===== src/rtl/regwb_pkg.sv =====
// Shared types for the register write-back path: producer requests, the
// register-file write port, and the special-register addresses it may target.
package regwb_pkg;

  localparam logic [7:0] RJ_ADDR = 8'd4;
  localparam logic [7:0] RP_ADDR = 8'd23;

  typedef struct packed {
    logic [1:0]  src;
    logic [7:0]  addr;
    logic [63:0] data;
  } wb_req;

  typedef struct packed {
    logic [1:0]  enable;
    logic [7:0]  addr;
    logic [63:0] data;
  } regwrite;

  // Only a single-bank select turns into a write; 00 and 11 are dropped.
  function automatic logic src_enqueues(input logic [1:0] src);
    return src[0] ^ src[1];
  endfunction

endpackage


===== src/rtl/regwb_fifo.sv =====
// Write-back FIFO with two ordered push ports (A before B), one pop port and
// a flat view of every slot plus its validity for the hazard lookup.
module wb_fifo
  import regwb_pkg::*;
#(
  parameter int DEPTH = 4
) (
  input  logic                     clk,
  input  logic                     reset_n,
  input  logic                     push_a,
  input  wb_req                    din_a,
  input  logic                     push_b,
  input  wb_req                    din_b,
  input  logic                     pop,
  output wb_req                    head,
  output logic [$clog2(DEPTH):0]   count,
  output logic [DEPTH-1:0]         entry_valid,
  output wb_req [DEPTH-1:0]        entries
);

  localparam int PW = $clog2(DEPTH);
  localparam int CW = PW + 1;

  wb_req [DEPTH-1:0] mem;
  logic [PW-1:0]     wr_ptr;
  logic [PW-1:0]     rd_ptr;
  logic [PW-1:0]     wr_ptr_b;

  // B lands behind A when both push in the same cycle.
  assign wr_ptr_b = wr_ptr + PW'(push_a);
  assign head     = mem[rd_ptr];
  assign entries  = mem;

  always_ff @(posedge clk) begin
    if (push_a) mem[wr_ptr]   <= din_a;
    if (push_b) mem[wr_ptr_b] <= din_b;
  end

  always_ff @(posedge clk) begin
    if (!reset_n) begin
      wr_ptr <= '0;
      rd_ptr <= '0;
      count  <= '0;
    end else begin
      wr_ptr <= wr_ptr + PW'(push_a) + PW'(push_b);
      if (pop) rd_ptr <= rd_ptr + PW'(1);
      count <= count + CW'(push_a) + CW'(push_b) - CW'(pop);
    end
  end

  always_comb begin
    entry_valid = '0;
    for (int i = 0; i < DEPTH; i++) begin
      logic [PW-1:0] off;
      off            = PW'(i) - rd_ptr;
      entry_valid[i] = CW'(off) < count;
    end
  end

endmodule


===== src/rtl/regwb.sv =====
// Register write-back unit: accepts load (A) and ALU (B) results, queues them,
// and issues at most one throttled regwrite per cycle with a hazard lookup.
module regwb
  import regwb_pkg::*;
#(
  parameter int DEPTH     = 4,
  parameter int MAX_BURST = 3
) (
  input  logic       clk,
  input  logic       reset_n,
  input  logic       a_valid,
  output logic       a_ready,
  input  wb_req      a_req,
  input  logic       b_valid,
  output logic       b_ready,
  input  wb_req      b_req,
  output regwrite    regw,
  input  logic [1:0] qry_src,
  input  logic [7:0] qry_addr,
  output logic       qry_hit,
  output logic       empty,
  output logic       err
);

  // valid/ready: a transfer happens on a posedge where valid & ready are both
  // high; ready depends only on the registered count (and a_valid for B), so
  // a pop in the same cycle never creates extra room until the next cycle.

  localparam int CW = $clog2(DEPTH) + 1;
  localparam int BW = $clog2(MAX_BURST + 2);

  logic [CW-1:0]     count;
  wb_req             head;
  logic [DEPTH-1:0]  entry_valid;
  wb_req [DEPTH-1:0] entries;
  logic [BW-1:0]     burst;
  logic              a_fire;
  logic              b_fire;
  logic              a_push;
  logic              b_push;
  logic              throttled;
  logic              pop;

  assign a_ready = count < CW'(DEPTH);
  assign b_ready = (count < CW'(DEPTH - 1)) | (a_ready & ~a_valid);
  assign a_fire  = a_valid & a_ready;
  assign b_fire  = b_valid & b_ready;
  assign a_push  = a_fire & src_enqueues(a_req.src);
  assign b_push  = b_fire & src_enqueues(b_req.src);

  // burst counts consecutive issued writes including the one now in regw.
  assign throttled = (MAX_BURST != 0) && (burst == BW'(MAX_BURST));
  assign pop       = (count != '0) && !throttled;

  wb_fifo #(.DEPTH(DEPTH)) u_fifo (
    .clk         (clk),
    .reset_n     (reset_n),
    .push_a      (a_push),
    .din_a       (a_req),
    .push_b      (b_push),
    .din_b       (b_req),
    .pop         (pop),
    .head        (head),
    .count       (count),
    .entry_valid (entry_valid),
    .entries     (entries)
  );

  always_ff @(posedge clk) begin
    if (!reset_n) begin
      regw  <= '0;
      burst <= '0;
      err   <= 1'b0;
    end else begin
      if (pop) begin
        regw.enable <= head.src;
        regw.addr   <= head.addr;
        regw.data   <= head.data;
        burst       <= (MAX_BURST == 0) ? '0 : burst + BW'(1);
      end else begin
        regw.enable <= '0;
        burst       <= '0;
      end
      if ((a_fire && a_req.src == 2'b11) || (b_fire && b_req.src == 2'b11))
        err <= 1'b1;
    end
  end

  assign empty = (count == '0) && (regw.enable == '0);

  // regw is included: the RAM still holds the old value during the write cycle.
  always_comb begin
    qry_hit = 1'b0;
    if (((regw.enable & qry_src) != '0) && (regw.addr == qry_addr))
      qry_hit = 1'b1;
    for (int i = 0; i < DEPTH; i++) begin
      if (entry_valid[i] && ((entries[i].src & qry_src) != '0) &&
          (entries[i].addr == qry_addr))
        qry_hit = 1'b1;
    end
  end

endmodule


===== config.mk =====
export PLATFORM = sky130hd
export DESIGN_NAME = regwb
export DESIGN_NICKNAME = d
export VERILOG_FILES = /design/src/rtl/regwb_pkg.sv /design/src/rtl/regwb_fifo.sv /design/src/rtl/regwb.sv
export SDC_FILE = /design/constraint.sdc
export NUM_CORES = 1
export LEC_CHECK = 0
export BUFFER_PORTS_ARGS = -buffer_cell sky130_fd_sc_hd__clkbuf_2
export CORE_MARGIN = 4
export CORE_UTILIZATION = 40
export CTS_CLUSTER_DIAMETER = 40
export CTS_CLUSTER_SIZE = 14
export DETAILED_ROUTE_END_ITERATION = 12
export SKIP_CTS_REPAIR_TIMING = 1
export SLEW_MARGIN = 20
export SYNTH_ARGS = -nofsm -noshare
export SYNTH_HDL_FRONTEND = slang
export SYNTH_SLANG_ARGS = --single-unit

===== constraint.sdc =====
create_clock -name clk -period 3.7 [get_ports clk]
set_input_delay 0.74 -clock clk [delete_from_list [all_inputs] [get_ports clk]]
set_output_delay 0.74 -clock clk [all_outputs]
set_load 0.01 [all_outputs]

==> run summary, run 1 <==
setup_tns -> 0 ps
CTS root buf -> clkbuf_16
Mapped Area -> 17900 µm²
type of the tightest min-delay check -> in -> reg
htree depth -> 2
most common cell in the netlist -> nand2_1
core area -> 44200 µm²
register bit total from synthesis -> 381
routed wire length per instance -> 18.9 µm
Clock Latency Late Sink -> 610 ps
NumNets Final -> 2198
Die Ht -> 219 µm
Distinct cells, synth -> 43
final setup vio count -> 0
fin crit share -> 92.3%
crit start category -> flop
Primary FF master, synth -> dfxtp_1
Port Buffer Count -> 240
Detailed Place HPWL -> 31.0 mm
Worst-path clk slew -> 60 ps
Critical path origin -> u_fifo.rd_ptr[1]
io pins -> 241
slowest CP cell -> or4_1
Period minus WS final -> 3420 ps
top-area cell type share of the netlist area -> 42.7%
RD Place Congestion -> 0.797
Final ANT Viol Nets -> 0
post-synthesis average cell area -> 9.71 µm²
Top delay family on crit path -> simple AND/OR/NAND/NOR gates
unrepaired setup endpoints after global routing -> false
Worst-Margin Slew -> 1080 ps
ys async rst share -> 0%
clock skew -> 20.2 ps
Gate Count Post-Synth -> 1842
clk sink count -> 381
Yosys warnings -> 0
total congestion overflow -> 0
Synth area leader -> dfxtp_1
crit-path cells -> xnor2_1, inv_1, ha_1, a21oi_1, o2111ai_1, o22ai_1, or4_1, clkbuf_2
CP max FO -> 9
global-route wire length before repair -> 78.6 mm
Inst Count DP -> 2553
outcome -> finished clean
area delta synth->final -> 20.3%
post-place setup slack -> 477 ps
First DRT Iteration DRCs -> 837
vias in the first global route -> 13900
CTS Buffer Depth -> 3
final hold violations -> 0
TritonCTS Buffers -> 59
sequential cell area fraction in the yosys report -> 42.7%
DRT Pass-1 Iters -> 7
flop2flop setup slack -> 800 ps
routed vias/inst -> 5.23
number of max-slew violations in the final report -> 0
drt total wl -> 50.3 mm
slowest stage delay, CP -> 560 ps
Crit Path Category -> reg -> out
Post-synth EDFFs -> 0
final setup margin -> 285 ps
Starting Density -> 40.4%
Total GRT Usage -> 20.7%
Final Util -> 48.7%
Layout Cells excl Fill -> 2667
dominant cells by area after synthesis -> dfxtp_1 (43%), mux2i_1 (17%), nand2_1 (9.3%), mux4_2 (9.3%), o21ai_0 (4.3%)
largest net degree at the start of global routing -> 91
CP bufs+invs -> 2
min-delay src -> b_req[4]
Slew HR -> 27.8%
die area -> 48100 µm²
TritonCTS clock tree -> built
Post-Syn Nets -> 2018
most frequent cells after synthesis -> nand2_1 (445), dfxtp_1 (381), mux2i_1 (296), o21ai_0 (155), o21ai_1 (144)
CP arrival -> 2680 ps
Max-Cap Viols -> 0
total power -> 19600 µW
Critical Path RT -> 2960 ps
num rows -> 77
IR drop worst, VDD -> 0.623 mV
Die X -> 219 µm
number of remaining DRC errors -> 0
Leakage Power -> 0.00900 µW
reg2reg start -> u_fifo.count[2]
Setup crit end kind -> primary output
vias -> 14000
ratio of cells with drive above 1 in the final layout -> 22.2%
antenna violations before repair -> 6
FILL cells -> 4097
fmax -> 293 MHz
PwrDens -> 910 nW/µm²
-- cell families after synthesis --
family	after synthesis	share of synthesized area, %
multiplexers	370	25.9
AND/OR/NAND/NOR	487	11.0
flip-flops	381	42.7
buffers and inverters	158	5.12
XOR/XNOR	47	2.30
AO/OA/AOI/OAI	385	12.0
adder cells (fa/ha/maj)	14	1.06
-- flip-flops by register name, summed over array words and instances, names as in the netlist --
register,cells
err,1
u_fifo.count,3
regw,74
u_fifo.rd_ptr,2
u_fifo.wr_ptr,2
u_fifo.entries,296
burst,3
-- worst register-to-register path, cell delays in order (launching register included) --
cell,delay (ps)
dfxtp_1,480
inv_1,140
ha_1,230
a31oi_4,240
nand3_4,190
ha_1,330
inv_1,50
fa_1,410
fa_1,410
xor2_1,160
and2_1,150
-- per-layer routing --
layer	wire length, µm	vias to the layer above	GRT usage [%]	share of wire [%]
li1	-	6819	-	-
met1	22500	6720	27.0	45
met2	24000	334	34.6	48
met3	2830	79	4.53	5.6
met4	1050	8	5.92	2.1
met5	45	-	0	0.089
-- path summary, 6_finish.rpt --
| path | depth (start not counted) | to |
|---|---|---|
| min | 3 | u_fifo.entries[226] |
| max reg2reg | 10 | u_fifo.count[2] |
| max | 8 | qry_hit |
| min reg2reg | 1 | burst[0] |
-- layout by cell type (no fill, tap or decap), types with 17 or more instances in the layout --
master / netlist / final
o21ai_1: 144 / 144
xor2_1: 24 / 24
clkbuf_16: 0 / 59
xnor2_1: 23 / 23
clkbuf_2: 5 / 239
mux4_2: 74 / 74
o21ai_0: 155 / 155
a21boi_0: 73 / 73
dfxtp_1: 381 / 379
nand2_1: 445 / 445
buf_12: 0 / 17
mux2i_1: 296 / 296
-- layout make-up --
cell class,instances,area (µm²),area share (%)
repair buffers,267,1620,7.51
multi-input cells,1303,9380,43.6
inverters,10,37.5,0.174
diodes,2,5.00,0.0233
flip-flops and latches,381,7630,35.5
clock buffers,66,1520,7.08
clock inverters,46,574,2.67
well taps,592,741,3.44
-- through the flow --
stage	hold WS [ps]	area (µm²)
3_5_place_dp	415	19400
5_1_grt	360	21500
2_1_floorplan	398	17900
3_3_place_gp	407	19400
6_report	377	21500
4_1_cts	333	21500
-- power breakdown --
part / leakage (µW) / switching (µW) / internal, µW
Clock: 0.00101 / 2170 / 3650
Sequential: 0.00317 / 1170 / 6150
Combinational: 0.00482 / 3360 / 3070
Note: power is estimated with default switching activity, not from simulation.
==> inputs of run 2 (changes only) <==
CORE_MARGIN = 2   (was 4)
PLACE_DENSITY = 0.69   (was not set)
==> run summary, run 2 (synthesis gave the netlist of run 1 again) <==
hold path depth -> 3 (unchanged)
total power -> 19700 µW (+0.46%)
global-route wire length before repair -> 78.4 mm (-0.28%)
TritonCTS clock tree -> built
routed wire length per instance -> 18.4 µm (-2.4%)
Layout Cells excl Fill -> 2674 (+0.26%)
fin crit share -> 94.0% (+1.7 points)
slowest CP cell -> or4_1
worst r2r path cells -> 10 (unchanged)
CP max FO -> 14 (+5)
PwrDens -> 910 nW/µm² (about the same)
Starting Density -> 40.5% (+0.088 points)
Crit Path Category -> reg -> out
routed vias/inst -> 5.26 (+0.51%)
DRT Pass-1 Iters -> 7 (unchanged)
antenna violations before repair -> 6 (unchanged)
CTS Buffer Depth -> 3 (unchanged)
htree depth -> 2 (unchanged)
crit-path cells -> xnor2_1, inv_1, ha_1, a21oi_1, o2111ai_1, o22ai_1, or4_1, clkbuf_2
Max-Cap Viols -> 0 (unchanged)
NumNets Final -> 2205 (+0.32%)
die area -> 46400 µm² (-3.6%)
Final ANT Viol Nets -> 0 (unchanged)
final hold slack -> 361 ps (-15.4 ps)
drt total wl -> 49.2 mm (-2.2%)
IR drop worst, VDD -> 0.566 mV (-9.1%)
commonest non-fill, non-tap cell in the layout -> nand2_1
number of max-slew violations in the final report -> 0 (unchanged)
CP arrival -> 2740 ps (+60 ps)
Die Ht -> 215 µm (-1.8%)
area delta synth->final -> 20.9%
ratio of cells with drive above 1 in the final layout -> 22.7% (+0.49 points)
setup_tns -> 0 ps (unchanged)
number of flip-flops under the largest register name -> 296 (unchanged)
post-place setup slack -> 575 ps (+98.4 ps)
Slew HR -> 29.7% (+1.9 points)
most frequent cells in the layout -> nand2_1 (445), dfxtp_1 (379), mux2i_1 (296)
type of the tightest min-delay check -> in -> reg
Port Buffer Count -> 240 (unchanged)
TritonCTS Buffers -> 60 (+1.7%)
total congestion overflow -> 0 (unchanged)
Inst Count DP -> 2559 (+0.24%)
outcome -> finished clean
Detailed Place HPWL -> 30.3 mm (-2.2%)
final hold violations -> 0 (unchanged)
Worst-Margin Slew -> 1060 ps (-28.2 ps)
Total GRT Usage -> 21.2% (+0.52 points)
FILL cells -> 4114 (+0.41%)
clock skew -> 24.6 ps (+4.39 ps)
flop2flop setup slack -> 770 ps (-30 ps)
Period minus WS final -> 3480 ps (+64.5 ps)
unrepaired setup endpoints after global routing -> false
CTS root buf -> clkbuf_16
Critical Path RT -> 2960 ps (about the same)
final setup margin -> 220 ps (-64.5 ps)
vias -> 14100 (+0.77%)
reg2reg start -> u_fifo.count[2]
CP bufs+invs -> 2 (unchanged)
Leakage Power -> 0.00907 µW (+0.72%)
First DRT Iteration DRCs -> 896 (+7.0%)
vias in the first global route -> 14100 (+1.6%)
number of remaining DRC errors -> 0 (unchanged)
worst r2r dst -> u_fifo.count[2]
fmax -> 287 MHz (-1.9%)
Die X -> 215 µm (-1.8%)
largest net degree at the start of global routing -> 91 (unchanged)
Worst-path clk slew -> 60 ps (about the same)
Setup crit end kind -> primary output
RD Place Congestion -> 0.896 (+12%)
io pins -> 241 (unchanged)
Top delay family on crit path -> simple AND/OR/NAND/NOR gates
Clock Latency Late Sink -> 620 ps (about the same)
crit start category -> flop
min-delay src -> b_req[4]
final setup vio count -> 0 (unchanged)
hold endpoint -> u_fifo.entries[152]
critical path depth -> 8 (unchanged)
num rows -> 77 (unchanged)
slowest stage delay, CP -> 540 ps (-20 ps)
clk sink count -> 381 (unchanged)
core area -> 44100 µm² (-0.22%)
## run 2: layer usage
metal	GRT usage, %	part of all wire (%)	wire, µm
met4	6.18	2.2	1090
met3	4.72	6.6	3250
met2	35.8	47	23300
met5	0	0.083	41
met1	27.2	44	21500
## run 2: worst max path at each step
stage                           from             endpoint  slack (ps)
floorplan           u_fifo.rd_ptr[0]              qry_hit         800
global placement           a_req[72]  u_fifo.entries[258]         640
detailed placement         a_req[72]  u_fifo.entries[272]         580
CTS                 u_fifo.rd_ptr[0]              qry_hit         180
global route        u_fifo.rd_ptr[0]              qry_hit          40
finish              u_fifo.rd_ptr[0]              qry_hit         220
## run 2: area by class of cell
cell class,instances,area [µm²],share of cell area [%]
diodes,1,2.50,0.0116
clock buffers,65,1570,7.27
clock inverters,49,564,2.61
inverters,10,38.8,0.179
multi-input cells,1303,9380,43.4
flip-flops and latches,381,7630,35.3
well taps,592,741,3.43
repair buffers,273,1670,7.75
## run 2: worst min-delay path: cells and delay by family
kind | cells | cell delay (ps)
buffers and inverters | 1 | 110
and+or+nand+nor | 1 | 50
AOI/OAI and AO/OA | 1 | 50
## run 2: power breakdown
group          internal, µW  switching [µW]  total [µW]
Sequential             6150            1180        7330
Clock                  3590            2290        5870
Combinational          3090            3370        6460
Total                 12800            6830       19700
## run 2: through the flow
stage	util (%)	instance area, µm²
2_1_floorplan	-	17900
3_3_place_gp	44.1	19500
3_5_place_dp	44.1	19500
4_1_cts	49.0	21600
5_1_grt	49.0	21600
6_report	49.0	21600
==> inputs of run 3 (changes only) <==
PLACE_DENSITY = 0.64   (was 0.69)
==> run summary, run 3 (synthesis gave the netlist of run 1 again) <==
outcome -> finished clean
CP arrival -> 2790 ps (+50 ps)
IR drop worst, VDD -> 0.481 mV (-15%)
clock skew -> 13.3 ps (-11.3 ps)
largest net degree at the start of global routing -> 81 (-11%)
CTS Buffer Depth -> 3 (unchanged)
RD Place Congestion -> 0.904 (+0.92%)
Setup crit end kind -> primary output
Final ANT Viol Nets -> 0 (unchanged)
Starting Density -> 40.5% (unchanged)
commonest non-fill, non-tap cell in the layout -> nand2_1
antenna violations before repair -> 7 (+1)
Placed Area -> 19400 µm² (-0.32%)
hold endpoint -> u_fifo.entries[239]
max layer used -> met5
clk sink count -> 381 (unchanged)
num rows -> 77 (unchanged)
number of flip-flops under the largest register name -> 296 (unchanged)
global-route wire length before repair -> 77.8 mm (-0.73%)
vias -> 14000 (-0.55%)
worst r2r path cells -> 10 (unchanged)
reg2reg start -> u_fifo.count[2]
final setup vio count -> 0 (unchanged)
DRT Pass-1 Iters -> 5 (-2)
Die Ht -> 215 µm (unchanged)
First DRT Iteration DRCs -> 824 (-8.0%)
FILL cells -> 4183 (+1.7%)
Port Buffer Count -> 240 (unchanged)
Crit Path Category -> reg -> out
unrepaired setup endpoints after global routing -> false
Inst Count DP -> 2554 (-0.20%)
routed vias/inst -> 5.25 (-0.22%)
Leakage Power -> 0.00893 µW (-1.5%)
post-place setup slack -> 528 ps (-46.7 ps)
final hold violations -> 0 (unchanged)
total congestion overflow -> 0 (unchanged)
drt total wl -> 49.6 mm (+0.75%)
met1 wire length -> 21.5 mm (about the same)
Clock Latency Late Sink -> 600 ps (-20 ps)
fmax -> 283 MHz (-1.4%)
crit start category -> flop
TritonCTS Buffers -> 58 (-3.3%)
hold path depth -> 3 (unchanged)
core area -> 44100 µm² (unchanged)
Total GRT Usage -> 21.2% (-0.030 points)
area delta synth->final -> 19.4%
most frequent cells in the layout -> nand2_1 (445), dfxtp_1 (379), mux2i_1 (296)
NumNets Final -> 2202 (-0.14%)
htree depth -> 2 (unchanged)
setup_tns -> 0 ps (unchanged)
io pins -> 241 (unchanged)
min-delay src -> b_req[17]
number of max-slew violations in the final report -> 0 (unchanged)
Final Util -> 48.4% (-0.58 points)
Worst-Margin Slew -> 1030 ps (-20.8 ps)
Final Instance Area -> 21400 µm² (-1.2%)
Max-Cap Viols -> 0 (unchanged)
TritonCTS clock tree -> built
final setup margin -> 169 ps (-51.2 ps)
vias in the first global route -> 14000 (-0.41%)
worst r2r dst -> u_fifo.count[2]
type of the tightest min-delay check -> in -> reg
Die X -> 215 µm (unchanged)
flop2flop setup slack -> 810 ps (+40 ps)
ratio of cells with drive above 1 in the final layout -> 22.1% (-0.63 points)
Critical Path RT -> 2960 ps (about the same)
met2 wire length -> 23.5 mm (+0.88%)
Period minus WS final -> 3530 ps (+51.2 ps)
Detailed Place HPWL -> 31.1 mm (+2.5%)
die area -> 46400 µm² (unchanged)
routed wire length per instance -> 18.6 µm (+1.1%)
CTS root buf -> clkbuf_16
CP max FO -> 17 (+3)
number of remaining DRC errors -> 0 (unchanged)
Slew HR -> 31.0% (+1.4 points)
fin crit share -> 95.4% (+1.4 points)
met3 WL -> 3.38 mm (+3.9%)
Layout Cells excl Fill -> 2665 (-0.34%)
PwrDens -> 896 nW/µm² (-1.5%)
Worst-path clk slew -> 60 ps (about the same)
-- run 3: cell count changes in the layout (fill, tap and decap cells not counted), moves of 3 or more --
| cell | delta |
|---|---|
| clkinv_4 | +3 |
| clkbuf_16 | -3 |
| clkinv_2 | -5 |
| inv_8 | -6 |
| clkbuf_1 | +6 |
-- run 3: area by class of cell --
type                    instances  area (µm²)  area share, %
inverters                      10        38.8          0.182
flip-flops and latches        381        7630           35.8
clock buffers                  66        1490           6.98
clock inverters                40         423           1.98
diodes                          1        2.50         0.0117
well taps                     592         741           3.47
repair buffers                272        1640           7.69
multi-input cells            1303        9380           43.9
-- run 3: through the flow --
| stage | hold WS [ps] | total power (µW) |
|---|---|---|
| floorplan | 398 | 11800 |
| global placement | 406 | 13600 |
| detailed placement | 422 | 13900 |
| CTS | 346 | 19300 |
| global route | 383 | 20400 |
| finish | 391 | 19100 |
-- run 3: metal layers --
layer | track usage [%] | vias up
met1 | 27.0 | 6686
li1 | - | 6821
met5 | 0 | -
met3 | 5.30 | 89
met4 | 6.21 | 8
met2 | 35.6 | 386
-- run 3: worst max path at each step --
stage	from	to	slack, ps	cells after the start
2_1_floorplan	u_fifo.rd_ptr[0]	qry_hit	800	10
3_3_place_gp	a_req[72]	u_fifo.entries[250]	590	9
3_5_place_dp	a_req[72]	u_fifo.entries[257]	530	9
4_1_cts	u_fifo.rd_ptr[0]	qry_hit	80	8
5_1_grt	u_fifo.rd_ptr[1]	qry_hit	50	8
6_report	u_fifo.rd_ptr[1]	qry_hit	170	8
-- run 3: critical path: stages, from the launching register on --
cell       delay [ps]
dfxtp_4           530
xnor2_1           190
inv_1              70
ha_1              280
a21oi_1            70
o2111ai_1         220
o22ai_1           120
or4_1             560
clkbuf_2          160
-- run 3: power by group --
part	internal, µW	switching, µW
Combinational	3090	3340
Sequential	6150	1200
Clock	3280	2070
